<file path="src/rtl/apb_cmd_pkg.sv">
// Shared encodings for the APB command master: command opcodes and FSM states.
package apb_cmd_pkg;

  typedef enum logic [1:0] {
    OP_NOP   = 2'b00,
    OP_READ  = 2'b01,
    OP_WRITE = 2'b10,
    OP_INCR  = 2'b11
  } cmd_op_e;

  typedef enum logic [1:0] {
    ST_IDLE,
    ST_SETUP,
    ST_ACCESS,
    ST_RESP
  } state_e;

endpackage

</file>
<file path="src/rtl/apb_timeout_cnt.sv">
// Counts ACCESS wait cycles; hit_o flags the TIMEOUT_CYC-th consecutive wait cycle.
module apb_timeout_cnt #(
  parameter int TIMEOUT_CYC = 16
) (
  input  logic clk,
  input  logic reset,
  input  logic clr_i,
  input  logic en_i,
  output logic hit_o
);

  localparam int unsigned CNT_W = $clog2(TIMEOUT_CYC + 1);

  logic [CNT_W-1:0] cnt_q, cnt_d;

  always_comb begin
    cnt_d = cnt_q;
    if (clr_i) begin
      cnt_d = '0;
    end else if (en_i && (cnt_q != CNT_W'(TIMEOUT_CYC))) begin
      cnt_d = cnt_q + CNT_W'(1);
    end
  end

  always_ff @(posedge clk) begin
    if (reset) begin
      cnt_q <= '0;
    end else begin
      cnt_q <= cnt_d;
    end
  end

  assign hit_o = en_i && (cnt_q == CNT_W'(TIMEOUT_CYC - 1));

endmodule

</file>
<file path="src/rtl/apb_cmd_master.sv">
// Command-to-APB bridge: READ/WRITE/INCR commands become APB transfers with a held response.
// Optional ACCESS timeout enabled by defining APB_MASTER_TIMEOUT_EN.
module apb_cmd_master #(
  parameter int ADDR_W      = 32,
  parameter int DATA_W      = 32,
  parameter int TIMEOUT_CYC = 16
) (
  input  logic              clk,
  input  logic              reset,
  input  logic              cmd_valid_i,
  output logic              cmd_ready_o,
  input  logic [1:0]        cmd_op_i,
  input  logic [ADDR_W-1:0] cmd_addr_i,
  input  logic [DATA_W-1:0] cmd_wdata_i,
  output logic              rsp_valid_o,
  input  logic              rsp_ready_i,
  output logic [DATA_W-1:0] rsp_rdata_o,
  output logic              rsp_err_o,
  output logic              psel_o,
  output logic              penable_o,
  output logic              pwrite_o,
  output logic [ADDR_W-1:0] paddr_o,
  output logic [DATA_W-1:0] pwdata_o,
  input  logic              pready_i,
  input  logic              pslverr_i,
  input  logic [DATA_W-1:0] prdata_i
);

  import apb_cmd_pkg::*;

  state_e            state_q, state_d;
  cmd_op_e           op_q, op_d;
  logic [DATA_W-1:0] cap_q, cap_d;
  logic              cmd_ready_q, cmd_ready_d;
  logic              psel_q, psel_d;
  logic              penable_q, penable_d;
  logic              pwrite_q, pwrite_d;
  logic [ADDR_W-1:0] paddr_q, paddr_d;
  logic [DATA_W-1:0] pwdata_q, pwdata_d;
  logic              rsp_valid_q, rsp_valid_d;
  logic [DATA_W-1:0] rsp_rdata_q, rsp_rdata_d;
  logic              rsp_err_q, rsp_err_d;
  logic              to_hit;

`ifdef APB_MASTER_TIMEOUT_EN
  apb_timeout_cnt #(
    .TIMEOUT_CYC(TIMEOUT_CYC)
  ) u_timeout (
    .clk   (clk),
    .reset (reset),
    .clr_i (state_q == ST_SETUP),
    .en_i  ((state_q == ST_ACCESS) && !pready_i),
    .hit_o (to_hit)
  );
`else
  // No timeout: ACCESS waits for pready_i indefinitely.
  assign to_hit = 1'b0 && (TIMEOUT_CYC >= 2);
`endif

  always_ff @(posedge clk) begin
    if (reset) begin
      state_q     <= ST_IDLE;
      op_q        <= OP_NOP;
      cap_q       <= '0;
      cmd_ready_q <= 1'b0;
      psel_q      <= 1'b0;
      penable_q   <= 1'b0;
      pwrite_q    <= 1'b0;
      paddr_q     <= '0;
      pwdata_q    <= '0;
      rsp_valid_q <= 1'b0;
      rsp_rdata_q <= '0;
      rsp_err_q   <= 1'b0;
    end else begin
      state_q     <= state_d;
      op_q        <= op_d;
      cap_q       <= cap_d;
      cmd_ready_q <= cmd_ready_d;
      psel_q      <= psel_d;
      penable_q   <= penable_d;
      pwrite_q    <= pwrite_d;
      paddr_q     <= paddr_d;
      pwdata_q    <= pwdata_d;
      rsp_valid_q <= rsp_valid_d;
      rsp_rdata_q <= rsp_rdata_d;
      rsp_err_q   <= rsp_err_d;
    end
  end

  always_comb begin
    state_d     = state_q;
    op_d        = op_q;
    cap_d       = cap_q;
    pwrite_d    = pwrite_q;
    paddr_d     = paddr_q;
    pwdata_d    = pwdata_q;
    rsp_rdata_d = rsp_rdata_q;
    rsp_err_d   = rsp_err_q;
    case (state_q)
      ST_IDLE: begin
        if (cmd_valid_i && cmd_ready_q && (cmd_op_i != OP_NOP)) begin
          state_d  = ST_SETUP;
          op_d     = cmd_op_e'(cmd_op_i);
          paddr_d  = cmd_addr_i;
          pwrite_d = (cmd_op_i == OP_WRITE);
          pwdata_d = (cmd_op_i == OP_WRITE) ? cmd_wdata_i : '0;
        end
      end
      ST_SETUP: state_d = ST_ACCESS;
      ST_ACCESS: begin
        if (pready_i) begin
          // INCR read phase loops back to SETUP as a write of the captured value + 1.
          if ((op_q == OP_INCR) && !pwrite_q && !pslverr_i) begin
            state_d  = ST_SETUP;
            pwrite_d = 1'b1;
            pwdata_d = prdata_i + DATA_W'(1);
            cap_d    = prdata_i;
          end else begin
            state_d   = ST_RESP;
            rsp_err_d = pslverr_i;
            if (pslverr_i) begin
              rsp_rdata_d = '0;
            end else if (op_q == OP_READ) begin
              rsp_rdata_d = prdata_i;
            end else if (op_q == OP_INCR) begin
              rsp_rdata_d = cap_q;
            end else begin
              rsp_rdata_d = '0;
            end
          end
        end else if (to_hit) begin
          state_d     = ST_RESP;
          rsp_err_d   = 1'b1;
          rsp_rdata_d = '0;
        end
      end
      ST_RESP: begin
        if (rsp_ready_i) begin
          state_d = ST_IDLE;
        end
      end
      default: state_d = ST_IDLE;
    endcase
  end

  always_comb begin
    cmd_ready_d = (state_d == ST_IDLE);
    psel_d      = (state_d == ST_SETUP) || (state_d == ST_ACCESS);
    penable_d   = (state_d == ST_ACCESS);
    rsp_valid_d = (state_d == ST_RESP);
  end

  assign cmd_ready_o = cmd_ready_q;
  assign psel_o      = psel_q;
  assign penable_o   = penable_q;
  assign pwrite_o    = pwrite_q;
  assign paddr_o     = paddr_q;
  assign pwdata_o    = pwdata_q;
  assign rsp_valid_o = rsp_valid_q;
  assign rsp_rdata_o = rsp_rdata_q;
  assign rsp_err_o   = rsp_err_q;

endmodule
</file>
<file path="config.mk">
export PLATFORM = sky130hd
export DESIGN_NAME = apb_cmd_master
export DESIGN_NICKNAME = d
export VERILOG_FILES = /design/src/rtl/apb_cmd_pkg.sv /design/src/rtl/apb_timeout_cnt.sv /design/src/rtl/apb_cmd_master.sv
export SDC_FILE = /design/constraint.sdc
export NUM_CORES = 1
export LEC_CHECK = 0
export BUFFER_PORTS_ARGS = -buffer_cell sky130_fd_sc_hd__buf_2
export CAP_MARGIN = 20
export CORE_MARGIN = 8
export CORE_UTILIZATION = 30
export CTS_CLUSTER_SIZE = 30
export DETAILED_ROUTE_END_ITERATION = 16
export PLACE_DENSITY = 0.58
export RECOVER_POWER = 50
export SLEW_MARGIN = 20
export SYNTH_ARGS = -nofsm -noshare
export SYNTH_HDL_FRONTEND = slang
export SYNTH_SLANG_ARGS = --single-unit
</file>
<file path="constraint.sdc">
create_clock -name clk -period 1.9 [get_ports clk]
set_input_delay 0.095 -clock clk [delete_from_list [all_inputs] [get_ports clk]]
set_output_delay 0.095 -clock clk [all_outputs]
set_load 0.02 [all_outputs]
</file>
==> metrics list, run 1 <==
- In this run the vertical extent of the chip is approximately 160 um.
* Pin count of the biggest net entering global routing: just over 100
* Async set-or-reset flop fraction in the synthesized netlist: 0
- Input and output buffers added on the ports amount to ~210.
* Signed area change from the synthesized netlist to the final layout: 44.3%
- The worst setup path is launched from a primary input.
- The clock passes through at most 2 buffers.
* Antenna violation net count after detailed routing: 0
- The number of hold-slack violations in the final timing report is 0.
* Worst clock skew on the final layout: between 7 and 8 ps
- Post-route setup TNS: 0 ps
- The cell family contributing the most delay on the critical path is simple AND/OR/NAND/NOR gates.
- Setup violations remaining at the end of the flow were counted as 0.
- Wirelength, routed: ~22 mm
- The die covers 0.0254 sq mm.
* Utilization of the core after routing: 0.441
- First-pass detailed-route iteration total: 4
- Share of synthesized area occupied by flip-flops and latches: 0.449
* Count of pins over their slew limit: 0
- The clock drives 138 sinks.
- From left edge to right edge, the die measures about 160 um.
- After synthesis the cells add up to approximately 0.0062 sq mm.
* Wire length of the first global-routing pass: approximately 35 mm
- After floorplanning, the core was sized to cover 0.0202 sq mm.
- Setup slack on the worst reg-to-reg path comes out at around 130 ps.
* Worst ir drop on vdd: around 560 uV
- Yosys printed 0 warnings.
- Hold WC Path Type: primary input to flip-flop
- The run finished with clean final reports.
* Proportion of netlist area held by the largest area contributor: 0.449
- Via-to-Cell Ratio: approximately 4.8
* Ports: just over 200
* Top FF cell, synth: dfxtp_1
* Reg2reg start: state_q[1]$_SDFF_PP0_
- Overflow left after global routing: 0
- The cell sitting at the root of the clock tree is a clkbuf_16.
- Post-Syn Nets: ~850
- Summing over every cut layer, the via total after detailed routing is approximately 6300.
- For the worst setup path, the data required time is between 2000 and 2500 ps.
- Row generation in the floorplan step produced 52 rows.
* Clock-pin slew on the worst setup and hold paths: ~60 ps
- The worst setup path is captured at a flip-flop.
- Leakage power: between 0.003 and 0.004 uW
- Achievable clock frequency: approximately 550 MHz
- Unrepaired setup endpoints after global routing: false
- For this configuration, the core starts out at a cell density of 0.305.
- Cell type of the slowest stage on the worst timing path: or4_4
- Clock latency reported for the late side of the worst-skew pair: 410 ps
- Vias in the first global route: around 6400
- Post-DR wirelength/cell: 16.6 um
- Counting flops with a built-in enable in the synthesized netlist gives 0.
- Overall routing resource usage: 0.168
- Registers take 0.00276 sq mm.
* DP Wirelength: 15.0 mm
- Largest stage delay on the critical path: approximately 600 ps
- Crit path kind: primary input to flip-flop
- After synthesis, the mean cell area works out to about 8.3 sq um.
- Crit. Startpoint: prdata_i[15]
* Number of buffers created by CTS: 17
- Ranked by total cell area, the synthesized netlist is headed by dfxtp_1 (45%), nand2_1 (9.0%), a21oi_1 (8.7%), mux2i_1 (5.4%), nor2_1 (3.9%).
* Layout cell share with drive strength beyond 1: 0.176
- Data arrival at the endpoint of the critical path: between 2000 and 2500 ps
- WP buf/inv: 2
- Ratio of total power to cell area: roughly 850 mW/mm^2
* Initial antenna violation count: 4
- Critical path, cell by cell: dlygate4sd3_1 > buf_2 > nand4_1 > or4_4 > nor3_2 > xnor2_1 > o21ai_1
* Number of unique standard cell types used by synthesis: between 50 and 60
* Total design power: approximately 7500 uW
- Routability Congestion: between 0.7 and 0.8
* Min-Delay Startpoint: cmd_wdata_i[3]
* Final Cycle Share: 0.962
- TritonCTS clock tree: built
- Tightest Pin Transition: about 800 ps
- Counting every instance in the synthesized netlist gives 746.
- The layout has 2071 filler cells.
- Max H-tree Level: 4
- Summing all multi-input logic gate instances after layout gives ~0.0031 sq mm.
- In this run, synthesis produced a sequential element count of roughly 140.
- For this run, design rule violations remaining after detail routing come to 0.
- For this run, the post-layout net count is approximately 1100.
- Time the worst path needs with I/O delays and setup: approximately 1800 ps
- Relative max-transition margin: 0.465
- In this run, the number of DRC markers left after iteration 0 of detailed routing was ~340.
- Along the worst path, the maximum fanout reaches 8.
- Across the run, the number of max-cap violations was 0.
- dfxtp_1 takes more of the synthesized area than any other cell.
per-layer routing:
layer  vias up  routed length (um)  share of wire  GRT usage
li1       3176                   -              -          -
met1      2900                9720           0.45      0.202
met2       186               10100           0.46      0.269
met3        42                1460          0.067     0.0610
met4         6                 487          0.022     0.0669
met5         -                  31         0.0014          0
layout make-up:
class | instances | area share
diodes | 1 | 0.000282
clock buffers | 23 | 0.0538
clock inverters | 8 | 0.0132
inverters | 9 | 0.00380
multi-input cells | 545 | 0.353
flip-flops and latches | 138 | 0.311
well taps | 270 | 0.0380
repair buffers | 322 | 0.227
where the power goes:
group          switching [uW]  leakage, uW  internal, uW  total, uW
clock                    1240     0.000293          2150       3390
combinational             653      0.00193           440       1090
sequential               54.0      0.00112          3000       3050
synth_stat cells (5+ instances only):
library cell and n:
nand2_1 148, dfxtp_1 138, a21oi_1 107, nor2_1 64
nor3_1 42, mux2i_1 33, clkbuf_1 29, buf_2 19
xor2_1 17, o21ai_0 13, nand3_1 12, a32oi_1 11
o21ai_1 11, nand4_1 10, a221oi_2 9, inv_1 9
xnor2_1 8, and3_1 6, a221oi_1 5
metrics by stage:
step                      setup WS [ps]  hold slack, ps  cells  cell area [sq um]
final                              73.0            4.52   1316               8890
after global routing               13.2            8.54   1316               8890
after CTS                          91.4           0.782   1314               9010
after detailed placement            124             308   1194               7520
after global placement              141             306   1194               7520
after floorplan                     194             211    746               6160
kinds of logic after synthesis:
logic type | Yosys count | synth area share
simple gates | 311 | 0.235
compound gates | 172 | 0.174
flops | 138 | 0.449
buf+inv | 63 | 0.0447
mux | 33 | 0.0536
xor+xnor | 25 | 0.0355
fa+ha+maj | 4 | 0.00813
tightest hold or removal path, cell delays in order:
cell and delay (ps):
buf_2 70, a221oi_1 70, nor3_1 120
worst paths after layout:
kind | to | cells past startpoint
worst max-delay path | pwdata_o[24]$_SDFFE_PP0P_ | 7
worst min-delay path | pwdata_o[3]$_SDFFE_PP0P_ | 3
worst max register to register | pwdata_o[5]$_SDFFE_PP0P_ | 6
worst min register to register | paddr_o[21]$_SDFFE_PP0P_ | 2
state kept, by name, indices dropped and copies added (netlist names):
register / flops
pwdata_o: 32
state_q: 2
paddr_o: 32
rsp_valid_o: 1
rsp_rdata_o: 32
penable_o: 1
cap_q: 32
psel_o: 1
cmd_ready_o: 1
pwrite_o: 1
op_q: 2
rsp_err_o: 1
cells in the final DEF (no fill, tap or decap), types with 8 or more instances in the layout:
cell type and instances:
nor3_1 42, dlygate4sd3_1 89, a32oi_1 11, buf_4 25, xnor2_1 8, inv_1 9
nand3_1 11, xor2_1 17, o21ai_0 13, dfxtp_1 137, a21oi_1 106, o21ai_1 11
a221oi_2 9, clkbuf_16 17, nand4_1 10, nand2_1 148, clkbuf_1 106, buf_2 102
mux2i_1 33, nor2_1 63
repair_timing:
item | CTS | global route
gates resized for setup | 0 | 1
setup endpoints to repair | 0 | 9
hold buffers | 89 | 0
endpoints found under the hold margin | 88 | 0
setup buffers | 0 | 1
(Power assumes the default switching activity.)
==> inputs of run 2 (changes only) <==
--- a/config.mk
+++ b/config.mk
@@ -5,15 +5,18 @@
 export SDC_FILE = /design/constraint.sdc
 export NUM_CORES = 1
 export LEC_CHECK = 0
+export ABC_AREA = 1
 export BUFFER_PORTS_ARGS = -buffer_cell sky130_fd_sc_hd__buf_2
 export CAP_MARGIN = 20
 export CORE_MARGIN = 8
 export CORE_UTILIZATION = 30
 export CTS_CLUSTER_SIZE = 30
 export DETAILED_ROUTE_END_ITERATION = 16
+export MAX_ROUTING_LAYER = met4
 export PLACE_DENSITY = 0.58
 export RECOVER_POWER = 50
 export SLEW_MARGIN = 20
 export SYNTH_ARGS = -nofsm -noshare
 export SYNTH_HDL_FRONTEND = slang
+export SYNTH_HIERARCHICAL = 1
 export SYNTH_SLANG_ARGS = --single-unit
==> run 2 against run 1 <==
  * Non-clock buffer count down 35
  * Power up 3.1%
  * First-iteration DRC count up 53%
  * Clock-buffer cell count down 6
  * Clock power down 4%
  * Highest routed layer is now met4
  * Maximum frequency up 6.8%
  * Largest cell class unchanged
  * Critical path depth up 5
==> metrics list, run 2 <==
- Min-Delay Path Depth: 3 (unchanged)
* Most frequent cells in the layout: nand2_1 (221), nor2_1 (143), dfxtp_1 (138)
* Number of sinks driven by the clock tree: 138 (unchanged)
* Top FF cell, synth: dfxtp_1
- Tightest Pin Transition: 654 ps (-145 ps)
- The pre-CTS worst setup slack came to 323 ps (+199 ps).
* Post-route worst setup slack: 189 ps (+116 ps)
- Ratio of total power to cell area: 887 mW/mm^2 (+4.6%)
- By startpoint and endpoint, the worst setup path is classified as primary input to flip-flop.
- Clock latency reported for the late side of the worst-skew pair: 440 ps (+30 ps)
- DP Wirelength: 16.5 mm (+9.4%)
* Crit. Startpoint: prdata_i[1]
- The number of enable flip-flop cells after synthesis was 0 (unchanged).
- The global-route total usage across every layer is 0.172 (+0.00381).
- CTS Root Cell: clkbuf_16
- Max H-tree Level: 4 (unchanged)
- Max-cap violations: 0 (unchanged)
- The area growth from synthesis to layout is 36.1%.
- The flip-flop and latch count after synthesis was 138 (unchanged).
* Die outline height: 162 um (+2.0%)
- The via count of the first global-routing pass is 6573 (+3.1%).
- Wire length of the first global-routing pass: 35.2 mm (+2.1%)
- The post-cts repair resize count came to 0 (unchanged).
* Std-Cell Core Area: 0.0210 sq mm (+4.2%)
* Number of buffers created by CTS: 17 (unchanged)
- Synth cell count leaders: nand2_1 (220), nor2_1 (143), dfxtp_1 (138), a21oi_1 (110), o21ai_0 (99)
* Most common library cell in the layout ignoring fill and taps: nand2_1
* Fillers: 2221 (+7.2%)
- Overflow left after global routing: 0 (unchanged)
- The post-route clock period utilization is 0.901 (-0.0610).
- DIE WIDTH: 162 um (+2.0%)
* Clock-pin slew on the worst setup and hold paths: 60 ps (about the same)
- TritonCTS clock tree: built
* Total via count in the routed design: 6932 (+9.9%)
- Proportion of netlist area held by the largest area contributor: 0.429 (-0.0192)
* Number of setup violations in the final report: 0 (unchanged)
- Share of synthesized area occupied by flip-flops and latches: 0.429 (-0.0192)
- The path class of the tightest hold or removal check is primary input to flip-flop.
- Most area-hungry cell type in the Yosys netlist: dfxtp_1
- Number of unique standard cell types used by synthesis: 25 (-53%)
- First-pass detailed-route iteration total: 5 (+1)
- Starting Density: 0.306 (+0.000716)
* Ports: 206 (unchanged)
- Routability Congestion: 0.877 (+10%)
- Final net count: 1307 (+15%)
- Async set-or-reset flop fraction in the synthesized netlist: 0 (unchanged)
* Initial antenna violation count: 1 (-3)
* Post-DR wirelength/cell: 15.2 um (-8.1%)
- The endpoint identified for the worst register-to-register timing path is cap_q[4]$_SDFFE_PP0P_.
* Most repeated cell in the gate-level netlist after synthesis: nand2_1
- Row cnt: 53 (+1.9%)
- The reg-to-reg setup timing slack was 290 ps (+160 ps).
- The netlist area before placement is 0.00643 sq mm (+4.5%).
* Hold Vio Cnt, Final: 0 (unchanged)
* Count of pins over their slew limit: 0 (unchanged)
- Category of the worst setup path capture point: flip-flop
- Synthesized area per cell: 6.76 sq um (-18%)
- Layout cell share with drive strength beyond 1: 0.142 (-0.0342)
* Relative max-transition margin: 0.564 (+0.0988)
- Crit-path max FO: 5 (-3)
* Achievable clock frequency: 584 MHz (+6.8%)
* YS warnings: 6 (+6)
* Outcome: complete, no violations
* Cells after synthesis: 952 (+28%)
* Data arrival at the endpoint of the critical path: 2000 ps (-110 ps)
- The routed wire length is 22.7 mm (+4.0%).
- Reg2reg start: state_q[1]$_SDFF_PP0_
- Worst Reg-to-Reg Cells: 7 (+1)
- The number of nets with antenna violations after detailed routing came to 0 (unchanged).
- Post-Syn Nets: 1060 (+24%)
- Pin count of the biggest net entering global routing: 65 (-36%)
* Unrepaired setup endpoints after global routing: false
- The required time at the endpoint of the critical path is 2190 ps (about the same).
- Critical Path End: pwdata_o[24]$_SDFFE_PP0P_
* Max Root-Sink Buffers: 2 (unchanged)
- Worst ir drop on vdd: 607 uV (+7.6%)
- The clock tree skew after final layout came to 13.5 ps (+5.98 ps).
- The leakage power figure is 0.00354 uW (+6.2%).
- Largest cells by area after synthesis: dfxtp_1 (43%), nand2_1 (13%), a21oi_1 (8.6%), nor2_1 (8.3%), o21ai_0 (7.7%)
* Count of port buffers added during placement: 205 (unchanged)
* Number of DRC violations after detailed-routing iteration 0: 523 (+53%)
- STA classifies the critical path startpoint as a primary input.
- Time the worst path needs with I/O delays and setup: 1710 ps (-116 ps)
- The via count normalized by instance count came to 4.66 (-2.8%).
* Die area: 0.0264 sq mm (+4.0%)
* Post-route setup TNS: 0 ps (unchanged)
* Number of remaining DRC errors: 0 (unchanged)
[run 2: changes by cell type in the layout (fill, tap and decap cells not counted), moves of 10 or more]
| cell | change |
|---|---|
| buf_4 | -11 |
| dlygate4sd3_1 | -24 |
| inv_1 | +41 |
| nand2_1 | +73 |
| nor3_1 | -42 |
| nand4_1 | -10 |
| nand3_1 | +68 |
| mux2i_1 | -33 |
| nor2_1 | +80 |
| a32oi_1 | -11 |
| o21ai_0 | +86 |
[run 2: cell type report]
cell class,count,area [sq um],share of cell area
diodes,1,2.50,0.000286
multi-input cells,698,3180,0.363
well taps,275,344,0.0393
clock inverters,15,149,0.0170
clock buffers,17,425,0.0486
inverters,57,214,0.0244
repair buffers,287,1680,0.192
flip-flops and latches,138,2760,0.316
[run 2: metal layers]
| metal | wire [um] | vias to the layer above | global-route usage |
|---|---|---|---|
| met5 | 0 | - | - |
| met4 | 378 | 0 | 0.0568 |
| met3 | 1150 | 22 | 0.0339 |
| met2 | 9950 | 219 | 0.248 |
| met1 | 11200 | 3108 | 0.236 |
| li1 | - | 3583 | - |
[run 2: cell families (layout without fill, tap and decap cells)]
logic type,after synthesis,after routing,share of synthesized area
simple gates,460,460,0.296
flops,138,138,0.429
fa+ha+maj,4,4,0.00778
buf+inv,116,376,0.0758
other cells,0,1,0
xor+xnor,12,12,0.0163
compound gates,222,222,0.175
[run 2: worst min path at each step]
stage / from / end / slack [ps]
global placement: cmd_op_i[0] / pwrite_o$_SDFFE_PP0P_ / 310
global route: prdata_i[22] / cap_q[22]$_SDFFE_PP0P_ / 20
finish: prdata_i[15] / cap_q[15]$_SDFFE_PP0P_ / 20
floorplan: cmd_op_i[0] / pwrite_o$_SDFFE_PP0P_ / 180
detailed placement: cmd_op_i[0] / pwrite_o$_SDFFE_PP0P_ / 310
CTS: cmd_wdata_i[10] / pwdata_o[10]$_SDFFE_PP0P_ / 0.9
[run 2: timing repair]
action                                 in CTS  in global routing
hold buffers                               65                  0
endpoints found under the hold margin      66                  0
setup buffers                               0                  0
[run 2: where the power goes]
group | total, uW | leakage (uW) | switching (uW) | internal (uW)
sequential | 3150 | 0.00112 | 87.1 | 3060
combinational | 1380 | 0.00215 | 914 | 461
clock | 3250 | 0.000276 | 1510 | 1740
[run 2: worst max-delay path: stages]
cell           delay (ps)
dlygate4sd3_1         540
buf_2                 160
ha_1                  190
nand2_2                90
nor2_4                120
nand2_2               110
nor2_1                340
nand2_1               100
nand2_1                70
nand3_1                60
nand2_1                70
a21oi_1                50
[run 2: per-stage QoR]
stage	util	hold slack (ps)	cells	area [sq um]	total power, uW
2_1_floorplan	-	185	952	6430	4020
3_3_place_gp	0.365	309	1390	7670	4520
3_5_place_dp	0.365	309	1390	7670	4520
4_1_cts	0.423	0.925	1487	8900	7900
5_1_grt	0.417	19.3	1488	8760	8140
6_report	0.417	16.3	1488	8760	7770
==> inputs of run 3 (changes only) <==
--- a/config.mk
+++ b/config.mk
@@ -9,11 +9,11 @@
 export BUFFER_PORTS_ARGS = -buffer_cell sky130_fd_sc_hd__buf_2
 export CAP_MARGIN = 20
 export CORE_MARGIN = 8
-export CORE_UTILIZATION = 30
+export CORE_UTILIZATION = 55
 export CTS_CLUSTER_SIZE = 30
 export DETAILED_ROUTE_END_ITERATION = 16
 export MAX_ROUTING_LAYER = met4
-export PLACE_DENSITY = 0.58
+export PLACE_DENSITY = 0.91
 export RECOVER_POWER = 50
 export SLEW_MARGIN = 20
 export SYNTH_ARGS = -nofsm -noshare
==> constraint.sdc (replaced) <==
create_clock -name clk -period 2 [get_ports clk]
set_input_delay 0.1 -clock clk [delete_from_list [all_inputs] [get_ports clk]]
set_output_delay 0.1 -clock clk [all_outputs]
set_load 0.02 [all_outputs]
==> run 3 against run 2 <==
  * Power shrank 3.7%
  * Via count is 6.8% higher
  * Global-route usage grew 12 points
  * Sequential cell count is the same
  * Largest power group unchanged
  * Worst setup slack worse by 37 ps
  * Die area decreased by 42%
  * Clock power decreased by 2%
  * Register-to-register slack worse by 140 ps
==> metrics list, run 3 (same netlist as run 2, synthesis figures left out) <==
- Wire length of the first global-routing pass: 34.7 mm (-1.6%)
* Row cnt: 39 (-26%)
- Overall routing resource usage: 0.294 (+0.122)
- Relative max-transition margin: 0.559 (-0.00472)
- The number of nets with antenna violations after detailed routing came to 0 (unchanged).
* Crit path kind: flip-flop to flip-flop
- Achievable clock frequency: about 540 MHz
- DIE WIDTH: 124 um (-24%)
- The number of hold-slack violations in the final timing report came to 0 (unchanged).
* Final Cycle Share: 0.924
- The worst setup path is captured at a flip-flop.
- The total congestion overflow came to 0 (unchanged).
- DP Wirelength: 14.5 mm (-12%)
- Worst clock skew on the final layout: 6.91 ps (-6.63 ps)
- Number of sinks driven by the clock tree: 138 (unchanged)
- The cell internal power dissipation came to 5270 uW (+0.19%).
- The pre-CTS worst setup slack was 271 ps (-51.9 ps).
- Data arrival at the endpoint of the critical path: 2200 ps (+200 ps)
- Max-cap violations: 0 (unchanged)
- Clock tree synthesis selected as its root buffer the cell clkbuf_16.
- Unrepaired setup endpoints after global routing: false
* Worst Reg-to-Reg Cells: 8 (+1)
- The routed wire length came to 22.0 mm (-2.7%).
- The worst-path maximum fanout was 32 (+27).
* Cell type of the slowest stage on the worst timing path: dfxtp_1
- The number of setup buffers added after CTS was 0 (unchanged).
- The final estimated routing congestion in global placement is 0.975 (+11%).
- The power per cell area is 878 mW/mm^2 (-1.0%).
- The post-detailed-route DRC marker count was 0 (unchanged).
- The worst hold path belongs to the class primary input to flip-flop.
- Count of port buffers added during placement: 205 (unchanged)
- The worst register-to-register path begins at state_q[1]$_SDFF_PP0_.
- Post-route setup TNS: 0 ps (unchanged)
- Initial antenna violation count: 2 (+1)
- The number of buffers on the longest clock path is 2 (unchanged).
- The most critical setup path has its endpoint at rsp_rdata_o[4]$_SDFFE_PP0P_.
* Gate power share: 0.174 (-0.003)
- The number of cells on the critical path is 8 (-4).
- Via-to-Cell Ratio: 5.50 (+18%)
- The clock insertion delay at the later pin of the skew report came to 430 ps (about the same).
- The endpoint identified for the worst register-to-register timing path is rsp_rdata_o[4]$_SDFFE_PP0P_.
- The number of nets in the layout came to 1295 (-0.92%).
- The clock share of power came to 0.426 (+0.008).
- The critical path goes through nand2_1 > inv_2 > nand2_2 > nor2_2 > inv_2 > nor2_8 > nand2_1 > a21oi_1.
- WP data required: 2350 ps (+160 ps)
* Die area: 0.0154 sq mm (-42%)
* WP buf/inv: 2 (unchanged)
- Clock-pin slew on the worst setup and hold paths: 60 ps (about the same)
* Leakage power: 0.00351 uW (-0.88%)
* Met2 layer usage reported by global route: 0.459 (+0.211)
* Largest stage delay on the critical path: 380 ps (-160 ps)
- The DRC marker count from the first detailed-route iteration came to 749 (+43%).
- GR Layer Usage met1: 0.343 (+0.108)
* Most common library cell in the layout ignoring fill and taps: nand2_1
* Crit. Startpoint: state_q[1]$_SDFF_PP0_
* Starting Density: 0.564 (+0.257)
* Utilization of the core after routing: 0.746 (+0.329)
- Outcome: complete, no violations
- The library cells used most frequently in the layout, excluding fill and tap cells, are nand2_1 (221), nor2_1 (143), dfxtp_1 (138).
* Kind of launch point of the worst setup path: flip-flop
* Number of setup violations in the final report: 0 (unchanged)
- The number of H-tree levels was 4 (unchanged).
- Worst ir drop on vdd: 624 uV (+2.8%)
* Proportion of total power due to net switching: 0.295 (-0.0276)
- The count of final max-slew check failures was 0 (unchanged).
- Min-Delay Startpoint: prdata_i[12]
- Setup slack of the worst register-to-register path: 150 ps (-140 ps)
- TritonCTS clock tree: built
- Post-DR wirelength/cell: 16.4 um (+7.5%)
- Pin count of the biggest net entering global routing: 69 (+6.2%)
- First-pass detailed-route iteration total: 5 (unchanged)
- Global routing usage on met3: 0.0780 (+0.0441)
- Tightest Pin Transition: 662 ps (+7.08 ps)
- The number of buffers inserted during clock tree synthesis was 17 (unchanged).
- The total via count after detailed routing is 7404 (+6.8%).
- After layout, the minimum clock period comes to around 1800 ps.
- Ports: 206 (unchanged)
- Category of cells accounting for the largest share of critical-path delay: simple AND/OR/NAND/NOR gates
- Die outline height: 124 um (-24%)
* Fillers: 907 (-59%)
- Signed area change from the synthesized netlist to the final layout: 32.3%
- The total core area came to 0.0114 sq mm (-46%).
* Layout cell share with drive strength beyond 1: 0.143 (+0.00142)
* Most used routing layer in global routing: met2
- The reported net switching power came to 2210 uW (-12%).
* Post-route worst setup slack: 152 ps (-36.6 ps)
- The via count of the first global-routing pass came to 7193 (+9.4%).
- Worst hold slack: 19.2 ps (+2.87 ps)
- Sequential fraction of design power: 0.400 (-0.005)
[run 3: through the flow]
stage	instance area [sq um]	cells	total power, uW
4_1_cts	8650	1343	7480
6_report	8520	1346	7480
5_1_grt	8510	1345	7750
3_5_place_dp	7500	1257	4260
2_1_floorplan	6430	952	3820
3_3_place_gp	7500	1257	4230
[run 3: power groups by stage]
stage / Clock (uW) / Sequential [uW] / Combinational [uW]
3_3_place_gp: 0 / 3040 / 1190
2_1_floorplan: 0 / 3220 / 599
5_1_grt: 3320 / 3010 / 1420
6_report: 3180 / 3000 / 1300
3_5_place_dp: 0 / 3040 / 1210
4_1_cts: 3190 / 2980 / 1310
[run 3: worst min-delay path by stage]
stage / endpoint / depth (start not counted)
floorplan: pwrite_o$_SDFFE_PP0P_ / 1
global placement: pwrite_o$_SDFFE_PP0P_ / 2
detailed placement: pwrite_o$_SDFFE_PP0P_ / 2
CTS: pwdata_o[1]$_SDFFE_PP0P_ / 3
global route: cap_q[12]$_SDFFE_PP0P_ / 3
finish: cap_q[12]$_SDFFE_PP0P_ / 3
[run 3: timing repair]
item / in CTS / in global routing
endpoints found under the hold margin: 55 / 0
resized for setup: 0 / 0
hold buffers: 54 / 0
[run 3: cell type report]
type / count / area (sq um) / area share
multi-input combinational: 698 / 3180 / 0.374
timing repair buffer: 275 / 1570 / 0.184
sequential: 138 / 2760 / 0.324
inverter: 57 / 214 / 0.0251
clock inverter: 12 / 139 / 0.0163
clock buffer: 20 / 467 / 0.0548
tap: 143 / 179 / 0.0210
antenna: 3 / 7.51 / 0.000882
[run 3: tightest hold or removal path: cells and delay by family]
kind	cells	cell delay (ps)
AND/OR/NAND/NOR	2	150
buffers and inverters	1	160
[run 3: metal layers]
| layer | up-vias | routed length, um |
|---|---|---|
| li1 | 3559 | - |
| met1 | 3350 | 8750 |
| met2 | 419 | 10300 |
| met3 | 76 | 2180 |
| met4 | 0 | 811 |
| met5 | - | 0 |
